==> src/rtl/spi_frame_slave.sv <==
// SPI mode 0 frame slave: oversampled cmd/addr/payload deframer with brightness register.
// Define SPI_SLAVE_MISO_TRISTATE_EN to release miso (1'bz) outside a frame and in reset.
module spi_frame_slave #(
    parameter int CMD_BITS         = 4,
    parameter int ADDR_BITS        = 4,
    parameter int PAYLOAD_BITS     = 8,
    parameter int BRIGHTNESS_WIDTH = 7,
    parameter logic [CMD_BITS-1:0] CMD_WRITE = 'h1
) (
    input  logic                        sysclk,
    input  logic                        rst,
    input  logic                        cs,
    input  logic                        sclk,
    input  logic                        mosi,
    output logic                        miso,
    output logic [CMD_BITS-1:0]         o_cmd,
    output logic [ADDR_BITS-1:0]        o_addr,
    output logic [PAYLOAD_BITS-1:0]     o_payload,
    output logic                        o_rx_dv,
    output logic                        o_frame_err,
    output logic [BRIGHTNESS_WIDTH-1:0] o_brightness
);

    localparam int TOTAL = CMD_BITS + ADDR_BITS + PAYLOAD_BITS;
    localparam int CNT_W = $clog2(TOTAL + 1);

    typedef enum logic [2:0] {
        IDLE,
        CMD,
        ADDR,
        DATA,
        COMMIT,
        WAIT_CS
    } state_t;

    state_t state;

    logic [2:0] cs_sr;
    logic [2:0] sclk_sr;
    logic [1:0] mosi_sr;

    logic cs_sync;
    logic mosi_sync;
    logic cs_fall;
    logic cs_rise;
    logic sclk_rise;
    logic sclk_fall;

    logic [TOTAL-1:0] rx_shift;
    logic [TOTAL-1:0] tx_shift;
    logic [CNT_W-1:0] bit_cnt;
    logic [CNT_W-1:0] cnt_nxt;
    logic [CNT_W-1:0] fld_w;

    logic [CMD_BITS-1:0]     rx_cmd;
    logic [ADDR_BITS-1:0]    rx_addr;
    logic [PAYLOAD_BITS-1:0] rx_payload;

    // Synchronizers are left unreset so reset can see the true cs level.
    always_ff @(posedge sysclk) begin
        cs_sr   <= {cs_sr[1:0], cs};
        sclk_sr <= {sclk_sr[1:0], sclk};
        mosi_sr <= {mosi_sr[0], mosi};
    end

    assign cs_sync   = cs_sr[1];
    assign mosi_sync = mosi_sr[1];
    assign cs_fall   = !cs_sr[1] && cs_sr[2];
    assign cs_rise   = cs_sr[1] && !cs_sr[2];
    assign sclk_rise = sclk_sr[1] && !sclk_sr[2];
    assign sclk_fall = !sclk_sr[1] && sclk_sr[2];

    assign cnt_nxt = bit_cnt + 1'b1;

    assign rx_cmd     = rx_shift[TOTAL-1 -: CMD_BITS];
    assign rx_addr    = rx_shift[PAYLOAD_BITS +: ADDR_BITS];
    assign rx_payload = rx_shift[PAYLOAD_BITS-1:0];

    always_comb begin
        fld_w = CNT_W'(CMD_BITS);
        unique case (state)
            ADDR:    fld_w = CNT_W'(ADDR_BITS);
            DATA:    fld_w = CNT_W'(PAYLOAD_BITS);
            default: ;
        endcase
    end

    always_ff @(posedge sysclk) begin
        if (rst) begin
            state        <= cs_sync ? IDLE : WAIT_CS;
            rx_shift     <= '0;
            tx_shift     <= '0;
            bit_cnt      <= '0;
            o_cmd        <= '0;
            o_addr       <= '0;
            o_payload    <= '0;
            o_rx_dv      <= 1'b0;
            o_frame_err  <= 1'b0;
            o_brightness <= '0;
        end else begin
            o_rx_dv     <= 1'b0;
            o_frame_err <= 1'b0;
            unique case (state)
                IDLE: begin
                    if (cs_fall) begin
                        tx_shift <= {{(TOTAL-BRIGHTNESS_WIDTH){1'b0}},
                                     o_brightness};
                        bit_cnt  <= '0;
                        state    <= CMD;
                    end
                end
                CMD, ADDR, DATA: begin
                    if (cs_rise) begin
                        o_frame_err <= 1'b1;
                        state       <= IDLE;
                    end else if (sclk_rise) begin
                        rx_shift <= {rx_shift[TOTAL-2:0], mosi_sync};
                        if (cnt_nxt == fld_w) begin
                            bit_cnt <= '0;
                            unique case (state)
                                CMD:     state <= ADDR;
                                ADDR:    state <= DATA;
                                default: state <= COMMIT;
                            endcase
                        end else begin
                            bit_cnt <= cnt_nxt;
                        end
                    end else if (sclk_fall) begin
                        tx_shift <= {tx_shift[TOTAL-2:0], 1'b0};
                    end
                end
                COMMIT: begin
                    o_cmd     <= rx_cmd;
                    o_addr    <= rx_addr;
                    o_payload <= rx_payload;
                    o_rx_dv   <= 1'b1;
                    if (rx_cmd == CMD_WRITE && rx_addr == '0)
                        o_brightness <= rx_payload[BRIGHTNESS_WIDTH-1:0];
                    // A cs rise here would otherwise be lost to WAIT_CS.
                    state <= cs_rise ? IDLE : WAIT_CS;
                end
                WAIT_CS: begin
                    if (cs_rise)
                        state <= IDLE;
                end
                default: state <= IDLE;
            endcase
        end
    end

`ifdef SPI_SLAVE_MISO_TRISTATE_EN
    assign miso = (rst || cs_sync) ? 1'bz : tx_shift[TOTAL-1];
`else
    assign miso = (rst || cs_sync) ? 1'b0 : tx_shift[TOTAL-1];
`endif

endmodule

==> config.mk <==
export PLATFORM = sky130hd
export DESIGN_NAME = spi_frame_slave
export DESIGN_NICKNAME = d
export VERILOG_FILES = /design/src/rtl/spi_frame_slave.sv
export SDC_FILE = /design/constraint.sdc
export NUM_CORES = 1
export LEC_CHECK = 0
export CELL_PAD_IN_SITES_DETAIL_PLACEMENT = 0
export CELL_PAD_IN_SITES_GLOBAL_PLACEMENT = 1
export CORE_AREA = 4 4 88 90
export DETAILED_ROUTE_END_ITERATION = 7
export DIE_AREA = 0 0 92 94
export PLACE_DENSITY = 0.84
export SETUP_SLACK_MARGIN = 0.4
export SLEW_MARGIN = 30
export SYNTH_ARGS = -nofsm -noshare
export SYNTH_HDL_FRONTEND = slang
export SYNTH_SLANG_ARGS = --single-unit
==> constraint.sdc <==
create_clock -name sysclk -period 2.6 [get_ports sysclk]
set_clock_uncertainty 0.15 [all_clocks]
set_input_delay 0.39 -clock sysclk [delete_from_list [all_inputs] [get_ports sysclk]]
set_output_delay 0.39 -clock sysclk [all_outputs]
set_load 0.005 [all_outputs]
==> results_dict.tcl <==
set metrics [dict create \
    rsz0062_at_grt "yes" \
    drcViolationCount 0 \
    netlist_instances 309 \
    grt_pass1_vias 1944 \
    clockBufferDepth 2 \
    synth_top_area_frac 0.496 \
    drtPass1Iterations 4 \
    cap_violations 0 \
    critPathMaxStageDelay_ns 0.63 \
    final_antenna_net_count 0 \
    r2r_start "state[0]$_DFFE_PP_" \
    antenna_cells 0 \
    cellLeakagePower_uw 0.00123 \
    yosysMostFrequentCell "dfxtp_1" \
    met3_usage 0.0409 \
    min-delay-start "mosi_sr[0]$_DFF_P_" \
    worst_ir_drop_vdd_mv 0.402 \
    cts_sinks 73 \
    cts_buffers 9 \
    port_buffers 30 \
    nets 347 \
    syn_avg_cell_area_sq_um 9.14 \
    gp_congestion 0.780 \
    row_count 31 \
    hold_ws_ns 0.178 \
    syn2layout_area_growth_pct 20.2 \
    worstPathCellList "or4b_4 > o31a_2 > or2_2 > o21ai_1 > a21oi_1" \
    power_density_nw_per_um2 770 \
    max_freq_mhz 475 \
    rrSetupSlack_ns 0.50 \
    vias 2196 \
    io_pins 31 \
    dpl_cell_area_sq_um 3160 \
    worst_ep_arrival_time_ns 2.16 \
    final_area_sq_um 3400 \
    setup-violations-final 0 \
    path_max_fanout 6 \
    routed_via_density 4.95 \
    cts_tree "done" \
    die_x_microns 92 \
    period_needed_ns 2.10 \
    hold_path.class "reg2reg" \
    synthFlopType "dfxtp_1" \
    synth_nets 315 \
    clock_latency_ns 0.34 \
    clk_pin_slew_ns 0.08 \
    critPathRequiredTime_ns 2.66 \
    worst_slew_pin_slew_ns 0.583 \
    htree_levels 3 \
    ff2ff_path_depth 5 \
    min_path_cells 0 \
    grt_max_degree 54 \
    cts_hold_buffers 0 \
    drtIter0Drc 121 \
    mappedNetlistArea_sq_um 2830 \
    ys_async_sr_fraction 0 \
    finalCritPeriodShare 0.809 \
    use_met1 0.172 \
    slew_headroom 0.610 \
    synth_warnings 0 \
    fp.coreArea_sq_um 7060 \
    crit_path_start "state[0]$_DFFE_PP_" \
    layout.cells.non_filler 444 \
    root_buffer "clkbuf_8" \
    synth_top_cell_by_area "dfxtp_1" \
    drive_gt1_frac 0.133 \
    end_kind "flop" \
    r2r-end "bit_cnt[2]$_SDFFE_PP0P_" \
    synth_commonest_cells "dfxtp_1 (70), nand2_1 (69), a21oi_1 (37), nor2_1 (29), mux2i_1 (14)" \
    grt_busiest_layer "met2" \
    grtUsageMet2 0.200 \
    placedCellCount 422 \
    ys_seq_elements 73 \
    hold_violations 0 \
    fp.dieH_microns 94 \
    hpwl_microns 3580 \
    status "complete, no violations" \
    hold_end "mosi_sr[1]$_DFF_P_" \
    fillers 720 \
    grt-ovfl-total 0 \
    worst_setup_path_start_kind "flop" \
    setup_tns_ns 0 \
    slew_violations 0 \
    worstSetupPathType "reg2reg" \
    yosysSeqAreaShare 0.528 \
    grt_pass1_wl_microns 9110 \
    dieArea_sq_um 8650 \
    synth_edf_count 3 \
    wire_per_inst_microns 12.2 \
    start_util 0.400 \
    drt-total-wl_microns 5400 \
    synth_cell_types 48 \
    antenna_found_initial 0 \
    grt_util_all_layers 0.133 \
    synth.area.top_cells "dfxtp_1 (50%), nand2_1 (9.2%), a21oi_1 (6.6%)" \
    critical-path-slowest-cell "or4b_4" \
]
where the power goes:
group	leakage (uW)	switching, uW	total (uW)	internal, uW
registers	0.000599	71.2	1270	1190
logic	0.000540	340	580	240
clock network	0.0000926	402	768	366
total	0.00123	813	2610	1800
repair_timing:
item                       CTS  global route
pin swaps                    0             2
setup buffers                0             7
gates resized for setup      2             1
setup endpoints to repair   19            17
gates cloned                 0             0
critical path, delay by kind of cell (launching register included):
family	cells	cell delay, ns
simple gates	2	0.94
compound gates	3	0.38
flops	1	0.51
cells by family (layout without fill, tap and decap cells):
kind of cell               after synthesis  in the layout  share of synthesized area
buffers and inverters                   21             57                     0.0403
adders and majority gates                1              1                    0.00443
DFF                                     73             73                      0.528
AOI/OAI and AO/OA                       67             67                      0.155
xor gates and xnor gates                 1              1                    0.00310
and+or+nand+nor                        132            132                      0.219
muxes                                   14             14                     0.0496
state kept, by name, indices dropped and copies added (netlist names):
| signal | flops |
|---|---|
| o_frame_err | 1 |
| mosi_sr | 2 |
| o_brightness | 7 |
| tx_shift | 16 |
| sclk_sr | 3 |
| o_addr | 4 |
| rx_shift | 16 |
| bit_cnt | 5 |
| o_cmd | 4 |
| o_payload | 8 |
| o_rx_dv | 1 |
| state | 3 |
| cs_sr | 3 |
worst max-delay path by stage:
stage	end	cells after the start	slack, ns
2_1_floorplan	state[0]$_DFFE_PP_	6	0.64
3_3_place_gp	state[2]$_DFFE_PP_	4	0.38
3_5_place_dp	state[1]$_SDFFCE_PP0P_	4	0.34
4_1_cts	state[1]$_SDFFCE_PP0P_	4	0.39
5_1_grt	rx_shift[7]$_SDFFE_PP0P_	6	0.37
6_report	bit_cnt[2]$_SDFFE_PP0P_	5	0.50
per-stage QoR:
step                utilization  power [uW]  worst slack [ns]
floorplan                     -        1710             0.644
global placement          0.448        1780             0.380
detailed placement        0.448        1790             0.344
CTS                       0.473        2580             0.394
global route              0.481        2760             0.373
finish                    0.481        2610             0.495
metal layers:
layer | vias up | routed length (microns)
li1 | 1116 | -
met1 | 1046 | 2680
met2 | 25 | 2450
met3 | 9 | 163
met4 | 0 | 105
met5 | - | 0
layout by cell type, fill, tap and decap left out, drive strengths merged, types with 2 or more instances in the layout:
cell type,count
dfxtp,70
nand2,69
a21oi,38
nor2,31
clkdlybuf4s50,29
mux2i,14
buf,11
clkbuf,10
a22oi,9
a211oi,9
nand3,7
nor3,4
inv,4
or2,3
clkinv,3
edfxtp,3
o21ai,3
nand2b,2
nor3b,2
nor4,2
or4b,2
or2b,2
cell type report:
| cell class | count | area, sq um | area share |
|---|---|---|---|
| clock buffer | 10 | 138 | 0.0405 |
| clock inverter | 5 | 30.0 | 0.00884 |
| inverter | 2 | 7.51 | 0.00221 |
| multi-input combinational | 215 | 1230 | 0.364 |
| sequential | 73 | 1490 | 0.439 |
| tap | 99 | 124 | 0.0365 |
| timing repair buffer | 40 | 370 | 0.109 |
Power figures use the tool's default switching activity.
